--- config.mk ---
export PLATFORM = sky130hd
export DESIGN_NAME = corescore_uart_rx
export DESIGN_NICKNAME = d
export VERILOG_FILES = /design/src/rtl/corescore_uart_rx.sv
export SDC_FILE = /design/constraint.sdc
export NUM_CORES = 1
export LEC_CHECK = 0
export BUFFER_PORTS_ARGS = -buffer_cell sky130_fd_sc_hd__buf_2
export CAP_MARGIN = 30
export CORE_ASPECT_RATIO = 1.1
export CORE_MARGIN = 4
export CORE_UTILIZATION = 33
export CTS_CLUSTER_SIZE = 24
export DETAILED_ROUTE_END_ITERATION = 16
export HOLD_SLACK_MARGIN = 0.15
export MAX_ROUTING_LAYER = met4
export PLACE_DENSITY = 0.61
export SLEW_MARGIN = 30
export SYNTH_ARGS = -nofsm -noshare
export SYNTH_HDL_FRONTEND = slang
export SYNTH_SLANG_ARGS = --single-unit
--- constraint.sdc ---
create_clock -name i_clk -period 2.3 [get_ports i_clk]
set_input_delay 0.46 -clock i_clk [delete_from_list [all_inputs] [get_ports i_clk]]
set_output_delay 0.46 -clock i_clk [all_outputs]
set_load 0.02 [all_outputs]
--- src/rtl/corescore_uart_rx.sv ---
// UART 8N1 receiver feeding a small AXI-Stream byte FIFO.
// The line is double-flopped and a mid-bit sampler rebuilds each byte.
module corescore_uart_rx #(
    parameter int           BAUD_DIV  = 868,
    parameter int           DEPTH     = 4,
    parameter logic [7:0]   LAST_CHAR = 8'h0A
) (
    input  logic       i_clk,
    input  logic       i_rst,
    input  logic       i_uart_rx,
    output logic [7:0] o_tdata,
    output logic       o_tlast,
    output logic       o_tvalid,
    input  logic       i_tready,
    output logic       o_frame_err,
    output logic       o_overrun,
    output logic [2:0] o_dbg_state
);

    localparam int TW = $clog2(BAUD_DIV);
    localparam int AW = $clog2(DEPTH);
    localparam logic [TW-1:0] TIMER_LAST = TW'(BAUD_DIV - 1);
    localparam logic [TW-1:0] TIMER_HALF = TW'(BAUD_DIV / 2 - 1);
    localparam logic [AW:0]   COUNT_FULL = (AW + 1)'(DEPTH);

    typedef enum logic [2:0] {
        ST_IDLE  = 3'd0,
        ST_START = 3'd1,
        ST_DATA  = 3'd2,
        ST_STOP  = 3'd3,
        ST_BREAK = 3'd4
    } state_t;

    state_t        state_q;
    logic [TW-1:0] timer_q;
    logic [2:0]    idx_q;
    logic [7:0]    shreg_q;
    logic          frame_err_q;
    logic          rx_meta_q;
    logic          rx_s_q;

    logic [8:0]    mem_q [DEPTH];
    logic [8:0]    mem_d [DEPTH];
    logic [AW-1:0] wr_ptr_q, wr_ptr_d;
    logic [AW-1:0] rd_ptr_q, rd_ptr_d;
    logic [AW:0]   count_q, count_d;
    logic          overrun_q, overrun_d;

    logic          rx_s;
    logic          push_req;
    logic          do_push;
    logic          do_pop;
    logic          fifo_full;

    assign rx_s = rx_s_q;

    always_ff @(posedge i_clk) begin
        if (i_rst) begin
            rx_meta_q <= 1'b1;
            rx_s_q    <= 1'b1;
        end else begin
            rx_meta_q <= i_uart_rx;
            rx_s_q    <= rx_meta_q;
        end
    end

    always_ff @(posedge i_clk) begin
        if (i_rst) begin
            state_q     <= ST_IDLE;
            timer_q     <= '0;
            idx_q       <= '0;
            shreg_q     <= '0;
            frame_err_q <= 1'b0;
        end else begin
            frame_err_q <= 1'b0;
            case (state_q)
                ST_IDLE: begin
                    timer_q <= '0;
                    if (!rx_s) state_q <= ST_START;
                end
                ST_START: begin
                    // A start bit that is gone by mid-bit was only a glitch.
                    if (timer_q == TIMER_HALF) begin
                        timer_q <= '0;
                        idx_q   <= '0;
                        state_q <= rx_s ? ST_IDLE : ST_DATA;
                    end else begin
                        timer_q <= timer_q + 1'b1;
                    end
                end
                ST_DATA: begin
                    if (timer_q == TIMER_LAST) begin
                        timer_q <= '0;
                        shreg_q <= {rx_s, shreg_q[7:1]};
                        idx_q   <= idx_q + 1'b1;
                        if (idx_q == 3'd7) state_q <= ST_STOP;
                    end else begin
                        timer_q <= timer_q + 1'b1;
                    end
                end
                ST_STOP: begin
                    if (timer_q == TIMER_LAST) begin
                        timer_q <= '0;
                        if (rx_s) begin
                            state_q <= ST_IDLE;
                        end else begin
                            frame_err_q <= 1'b1;
                            state_q     <= ST_BREAK;
                        end
                    end else begin
                        timer_q <= timer_q + 1'b1;
                    end
                end
                ST_BREAK: begin
                    if (rx_s) state_q <= ST_IDLE;
                end
                default: state_q <= ST_IDLE;
            endcase
        end
    end

    assign push_req  = (state_q == ST_STOP) && (timer_q == TIMER_LAST) && rx_s;
    assign fifo_full = (count_q == COUNT_FULL);
    assign do_pop    = (count_q != '0) && i_tready;
    // A full FIFO still takes the byte when the head leaves on the same edge.
    assign do_push   = push_req && (!fifo_full || do_pop);

    always_comb begin
        mem_d     = mem_q;
        wr_ptr_d  = wr_ptr_q;
        rd_ptr_d  = rd_ptr_q;
        count_d   = count_q;
        overrun_d = push_req && fifo_full && !do_pop;
        if (do_push) begin
            mem_d[wr_ptr_q] = {(shreg_q == LAST_CHAR), shreg_q};
            wr_ptr_d        = wr_ptr_q + 1'b1;
        end
        if (do_pop) rd_ptr_d = rd_ptr_q + 1'b1;
        case ({do_push, do_pop})
            2'b10:   count_d = count_q + 1'b1;
            2'b01:   count_d = count_q - 1'b1;
            default: count_d = count_q;
        endcase
    end

    always_ff @(posedge i_clk) begin
        if (i_rst) begin
            wr_ptr_q  <= '0;
            rd_ptr_q  <= '0;
            count_q   <= '0;
            overrun_q <= 1'b0;
        end else begin
            wr_ptr_q  <= wr_ptr_d;
            rd_ptr_q  <= rd_ptr_d;
            count_q   <= count_d;
            overrun_q <= overrun_d;
        end
    end

    always_ff @(posedge i_clk) begin
        mem_q <= mem_d;
    end

    assign o_tvalid    = (count_q != '0);
    assign o_tdata     = o_tvalid ? mem_q[rd_ptr_q][7:0] : 8'h00;
    assign o_tlast     = o_tvalid ? mem_q[rd_ptr_q][8] : 1'b0;
    assign o_frame_err = frame_err_q;
    assign o_overrun   = overrun_q;
    assign o_dbg_state = state_q;

endmodule

==> results of run 1 <==
[worst paths after layout]
kind / startpoint / end
max reg2reg: timer_q[0]$_SDFFE_PP0P_ / count_q[2]$_SDFFE_PP0P_
min: i_uart_rx / rx_meta_q$_SDFF_PP1_
max: timer_q[0]$_SDFFE_PP0P_ / count_q[2]$_SDFFE_PP0P_
min reg2reg: rx_meta_q$_SDFF_PP1_ / rx_s$_SDFF_PP1_
[repair_timing]
item | in CTS | in global routing
hold buffers | 0 | 0
endpoints found under the setup margin | 0 | 3
setup buffers | 0 | 1
gates resized for setup | 0 | 3
[worst max-delay path, stage by stage (launching register included)]
cell and delay [ns]:
dfxtp_2 0.34, ha_2 0.21, nand4b_2 0.14, or4_4 0.19
nand2_1 0.07, fa_1 0.42, or3_4 0.39, a32oi_1 0.20
a21oi_1 0.08
[stage by stage]
stage	hold WS [ns]	total power, mW	cell area [um2]
2_1_floorplan	0.389	1.41	3170
3_3_place_gp	0.396	1.44	3510
3_5_place_dp	0.398	1.44	3510
4_1_cts	0.285	2.45	3720
5_1_grt	0.293	2.52	3730
6_report	0.300	2.42	3730
[cells by family (layout without fill, tap and decap cells)]
family,Yosys count,after routing,synth area share (%)
AND/OR/NAND/NOR,98,98,17.9
flip-flops,71,71,56.2
AO/OA/AOI/OAI,39,39,8.48
buffers and inverters,21,62,2.76
multiplexers,19,19,9.54
adder cells (fa/ha/maj),9,9,3.79
XOR/XNOR,5,5,1.38
[cell usage in the layout, fill, tap and decap left out, types with 8 or more instances in the layout]
cell | Yosys | layout
mux4_2 | 9 | 9
buf_2 | 1 | 18
and2_1 | 15 | 15
mux2i_1 | 10 | 10
inv_1 | 9 | 9
nor2_1 | 26 | 26
buf_4 | 0 | 15
a21oi_1 | 8 | 8
nand2_1 | 15 | 15
edfxtp_1 | 36 | 36
clkbuf_8 | 0 | 9
a31oi_1 | 11 | 11
dfxtp_1 | 35 | 34
[registers in the layout (all words and copies together) (netlist names)]
| signal | flops |
|---|---|
| mem_q | 36 |
| rd_ptr_q | 2 |
| idx_q | 3 |
| o_frame_err | 1 |
| timer_q | 10 |
| count_q | 3 |
| rx_meta_q | 1 |
| wr_ptr_q | 2 |
| o_overrun | 1 |
| o_dbg_state | 3 |
| shreg_q | 8 |
| rx_s | 1 |
[power breakdown]
group / switching [mW] / leakage (nW) / internal [mW]
clock: 0.492 / 0.0964 / 0.511
combinational: 0.0510 / 0.622 / 0.0363
sequential: 0.00435 / 0.626 / 1.32
total: 0.548 / 1.34 / 1.87
[layout make-up]
class                   count  area share, %
clock buffers               9           3.32
clock inverters             7           2.15
inverters                  10           1.01
multi-input cells         170           35.0
flip-flops and latches     71           47.8
well taps                 117           3.92
repair buffers             36           6.81
[routing by layer]
layer,part of all wire (%),wire [um],vias to the layer above,global-route usage (%)
li1,-,-,1047,-
met1,46,2740,1009,13.9
met2,49,2950,33,18.4
met3,3.3,197,9,2.89
met4,1.3,76,0,4.52
met5,0,0,-,-
==> impl_metrics.yaml, run 1 <==
setup_path:
  reg2reg_slack_ns: 0.14
  rr_worst_depth: 8
  cp.arrival_ns: 2.39
  cp_data_required_time_ns: 2.53
  worst-path-max-fanout: 7
  worstSetupPathType: "flop to flop"
  crit_path_end_kind: "flop"
  worstSetupStartpointType: "flop"
global_route:
  antenna_found_initial: 0
  first_global_vias: 2074
  grt_remaining_overflow: 0
  grt_first_pass_wirelength_um: 9990
  grtUsageTotal_pct: 11.5
  grt_max_degree: 16
synthesis:
  synth_cells: 262
  async_reset_ff_share_pct: 0
  synth_commonest_cells: "edfxtp_1, dfxtp_1, nor2_1"
  synth_area_leaders: "edfxtp_1, dfxtp_1, mux4_2"
  avgSynthCellArea_um2: 12.1
  yosysMostFrequentCell: "edfxtp_1"
  yosysSeqAreaShare_pct: 56.2
  synth.distinct_cells: 59
  synth_nets: 275
  synth-edff-count: 36
  synth_ff_type: "edfxtp_1"
  yosysTopAreaCellShare_pct: 34.1
  netlist_area_mm2: 0.00317
  ys_ff_latch: 71
  yosysWarnings: 0
  synth_top_area_cell: "edfxtp_1"
layout:
  drive_above_1_share_pct: 24.8
  final_nets: 311
  antennaDiodeCount: 0
  syn2layout_area_growth_pct: 17.6
  instances_no_fill: 420
  multi_input_area_mm2: 0.00131
  fin_util_pct: 39.9
  regArea_mm2: 0.00178
  fill_cells: 914
timing:
  hold_violations: 0
  setup_violations: 0
  finClkSkew_ns: 0.0106
  worstMarginPinSlew_ns: 0.502
  maxSlewHeadroom_pct: 66.0
  setup_ws_ns: 0.143
  fmaxAchievable_mhz: 464
  period_minus_slack_ns: 2.16
  setup_tns_ns: 0
  rsz0062_at_grt: "false"
  slew_viol_final: 0
  post-route-period-util_pct: 93.8
clock_network:
  clock_latency_ns: 0.34
  clock-sinks: 71
  cts_inserted_buffers: 9
  cts_tree: "yes"
  h-tree-depth: 3
  clockRootBuffer: "clkbuf_8"
  clk_pin_slew_worst_paths_ns: 0.08
  clock_path_buffers: 2
placed_design:
  io_buffers: 18
  dp_slack_ns: 0.0455
  place.gp.congestion: 0.843
  dp_hpwl_um: 4070
  dp_cells: 403
run_status:
  outcome: "finished, final reports clean"
die:
  rows: 37
  start_util_pct: 33.9
  dieArea_mm2: 0.0113
  die-height_um: 111
  fp.coreArea_mm2: 0.00935
  die_w_um: 101
  ios: 19
routing:
  post-route-drc-count: 0
  ant_nets: 0
  drt_first_pass_iters: 4
  wl_per_cell_um: 14.2
  route.vias.total: 2098
  vias_per_cell: 5.00
  totalWireLength_um: 5960
  dr.first_iter.drc_count: 87
power:
  power_per_cell_area_mw_per_mm2: 647
  peakVddDrop_v: 0.000302
  cellLeakagePower_nw: 1.34
min_path:
  holdPathStages: 2
  hp-class: "input port to flop"
job:
  max-cap-violations: 0
No activity file was read; power rests on OpenSTA's default activity.
==> inputs of run 2 (changes only) <==
--- a/config.mk
+++ b/config.mk
@@ -5,6 +5,7 @@
 export SDC_FILE = /design/constraint.sdc
 export NUM_CORES = 1
 export LEC_CHECK = 0
+export ABC_AREA = 1
 export BUFFER_PORTS_ARGS = -buffer_cell sky130_fd_sc_hd__buf_2
 export CAP_MARGIN = 30
 export CORE_ASPECT_RATIO = 1.1
==> impl_metrics.yaml, run 2 <==
clock_network:
  cts_setup_buffers: 0
  h-tree-depth: 3
  clockRootBuffer: "clkbuf_8"
  clk_pin_slew_worst_paths_ns: 0.08
  hold_buffers: 0
  clock_latency_ns: 0.35
  cts.repair.resized: 0
  cts_inserted_buffers: 9
  cts_tree: "yes"
  clock_path_buffers: 2
  clock-sinks: 71
global_route:
  grt_use_met2_pct: 21.0
  grt_util_met3_pct: 2.82
  first_global_vias: 2383
  grt_max_degree: 20
  grt_remaining_overflow: 0
  grt_first_pass_wirelength_um: 11300
  top_usage_layer: "met2"
  gr-usage-met1_pct: 15.8
  grtUsageTotal_pct: 13.2
  antenna_found_initial: 0
timing:
  worstMarginPinSlew_ns: 0.438
  maxSlewHeadroom_pct: 70.7
  post-route-period-util_pct: 89.8
  rsz0062_at_grt: "false"
  setup_violations: 0
  period_minus_slack_ns: 2.07
  setup_tns_ns: 0
  slew_viol_final: 0
  fmaxAchievable_mhz: 484
  finClkSkew_ns: 0.0133
  hold_violations: 0
setup_path:
  critPathMaxStageDelay_ns: 0.44
  worstSetupStartpointType: "flop"
  worst-path-max-fanout: 11
  critPathMostFrequentCell: "nor2_1"
  worstSetupPathType: "flop to primary output"
  cp_top_family: "flip-flops"
  cpMaxStageDelayCell: "dfxtp_2"
  cp_num_cells: 6
  cp.arrival_ns: 1.61
  rr_worst_depth: 6
  crit_path_end_kind: "primary output"
  path_cells: "buf_4 -> nor2_1 -> nor2_1 -> o21ai_0 -> a21oi_1 -> buf_2"
  r2r-start: "timer_q[0]$_SDFFE_PP0P_"
  cp_data_required_time_ns: 1.84
  crit_start: "rd_ptr_q[0]$_SDFFE_PP0P_"
  worst-path-buf-inv: 2
synthesis:
  ys_ff_latch: 71
  synth-edff-count: 36
  synth_top_area_cell: "edfxtp_1"
  yosysMostFrequentCell: "nor2_1"
  synth_commonest_cells: "nor2_1, edfxtp_1, o21ai_0"
  yosysTopAreaCellShare_pct: 33.7
  avgSynthCellArea_um2: 9.28
  synth_cells: 346
  synth_ff_type: "edfxtp_1"
  yosysWarnings: 0
  yosysSeqAreaShare_pct: 55.5
  synth_area_leaders: "edfxtp_1, dfxtp_1, nor2_1"
  netlist_area_mm2: 0.00321
  async_reset_ff_share_pct: 0
  synth.distinct_cells: 34
  synth_nets: 359
layout:
  fill_cells: 981
  regMostFlops: "mem_q"
  top_regs: "mem_q: 36 flops, timer_q: 10 flops, shreg_q: 8 flops"
  instances_no_fill: 494
  antennaDiodeCount: 0
  drive_above_1_share_pct: 20.4
  regArea_mm2: 0.00178
  final_cell_mix: "nor2_1, o21ai_0, edfxtp_1"
  layout_commonest_cell: "nor2_1"
  largest_register_ffs: 36
  final_nets: 385
  multi_input_area_mm2: 0.00122
  syn2layout_area_growth_pct: 13.2
routing:
  wl_per_cell_um: 13.9
  post-route-drc-count: 0
  dr.first_iter.drc_count: 102
  totalWireLength_um: 6860
  drt_first_pass_iters: 4
  route.vias.total: 2393
  vias_per_cell: 4.84
  ant_nets: 0
placed_design:
  place.gp.congestion: 0.808
  io_buffers: 18
  dp_hpwl_um: 4910
  dp_cells: 478
min_path:
  worstHoldStart: "i_uart_rx"
  hp-class: "input port to flop"
  holdPathStages: 2
power:
  cellLeakagePower_nw: 1.45
  peakVddDrop_v: 0.000516
  power_per_cell_area_mw_per_mm2: 929
  swShare_pct: 37.6
  seqPwrFrac_pct: 43.7
  p_int_mw: 2.11
  switchingPower_mw: 1.27
  combPwrFrac_pct: 28.5
  clockPowerShare_pct: 27.8
die:
  start_util_pct: 34.0
  ios: 19
  fp.coreArea_mm2: 0.00944
  rows: 37
  dieArea_mm2: 0.0114
  die_w_um: 102
  die-height_um: 111
run_status:
  outcome: "finished, final reports clean"
job:
  max-cap-violations: 0
run 2: changes by cell type in the layout (fill, tap and decap cells not counted), moves of 10 or more:
cell and change:
a21oi_1 +17, a31oi_1 -11, and2_1 -15, inv_1 +26, mux2i_1 -10, nand2_1 +12
nand2_2 +10, nor2_1 +36, o21ai_0 +33
run 2: power groups by stage:
| stage | clock network, mW | registers, mW | logic, mW |
|---|---|---|---|
| finish | 0.939 | 1.48 | 0.962 |
| global placement | 0 | 1.50 | 0.955 |
| floorplan | 0 | 1.48 | 0.742 |
| CTS | 0.962 | 1.47 | 0.975 |
| detailed placement | 0 | 1.50 | 0.972 |
| global route | 1.02 | 1.49 | 1.09 |
run 2: layout make-up:
cell class / count / area share, %
Sequential cell: 71 / 49.1
Clock inverter: 7 / 1.65
Tap cell: 117 / 4.03
Inverter: 44 / 4.58
Multi-Input combinational cell: 222 / 33.5
Clock buffer: 9 / 3.41
Timing Repair Buffer: 24 / 3.72
run 2: metrics by stage:
step | power, mW | hold WS [ns] | utilization [%] | setup slack [ns] | instance area (um2)
3_3_place_gp | 2.45 | 0.394 | 36.5 | 0.409 | 3450
5_1_grt | 3.60 | 0.281 | 38.5 | 0.0417 | 3630
3_5_place_dp | 2.48 | 0.398 | 36.5 | 0.347 | 3450
4_1_cts | 3.41 | 0.273 | 38.4 | 0.0495 | 3630
6_report | 3.38 | 0.292 | 38.5 | 0.234 | 3630
2_1_floorplan | 2.23 | 0.389 | - | 0.397 | 3210
run 2: cell families (layout without fill, tap and decap cells):
kind of cell | Yosys count | count (layout) | synth area share [%]
buffers and inverters | 53 | 84 | 6.59
adders and majority gates | 9 | 9 | 3.74
and+or+nand+nor | 135 | 135 | 20.6
xor gates and xnor gates | 5 | 5 | 1.36
DFF | 71 | 71 | 55.5
AOI/OAI and AO/OA | 73 | 73 | 12.2
run 2: path summary, 6_finish.rpt:
| check | endpoint | slack, ns |
|---|---|---|
| setup reg to reg | mem_q[34]$_DFFE_PP_ | 0.34 |
| setup / recovery | o_tlast | 0.23 |
| hold / removal | rx_meta_q$_SDFF_PP1_ | 0.29 |
| hold reg to reg | rx_s$_SDFF_PP1_ | 0.42 |
run 2: worst reg2reg max path, cell delays in order (launching register included):
cell and delay (ns):
dfxtp_1 0.40, ha_1 0.24, nand3_2 0.14, nor3_2 0.23, nand4_1 0.25, nor2_1 0.20, buf_4 0.20
run 2: layer usage:
layer	share of wire [%]	wire (um)
met1	46	3160
met2	49	3350
met3	2.7	183
met4	2.4	162
met5	0	0
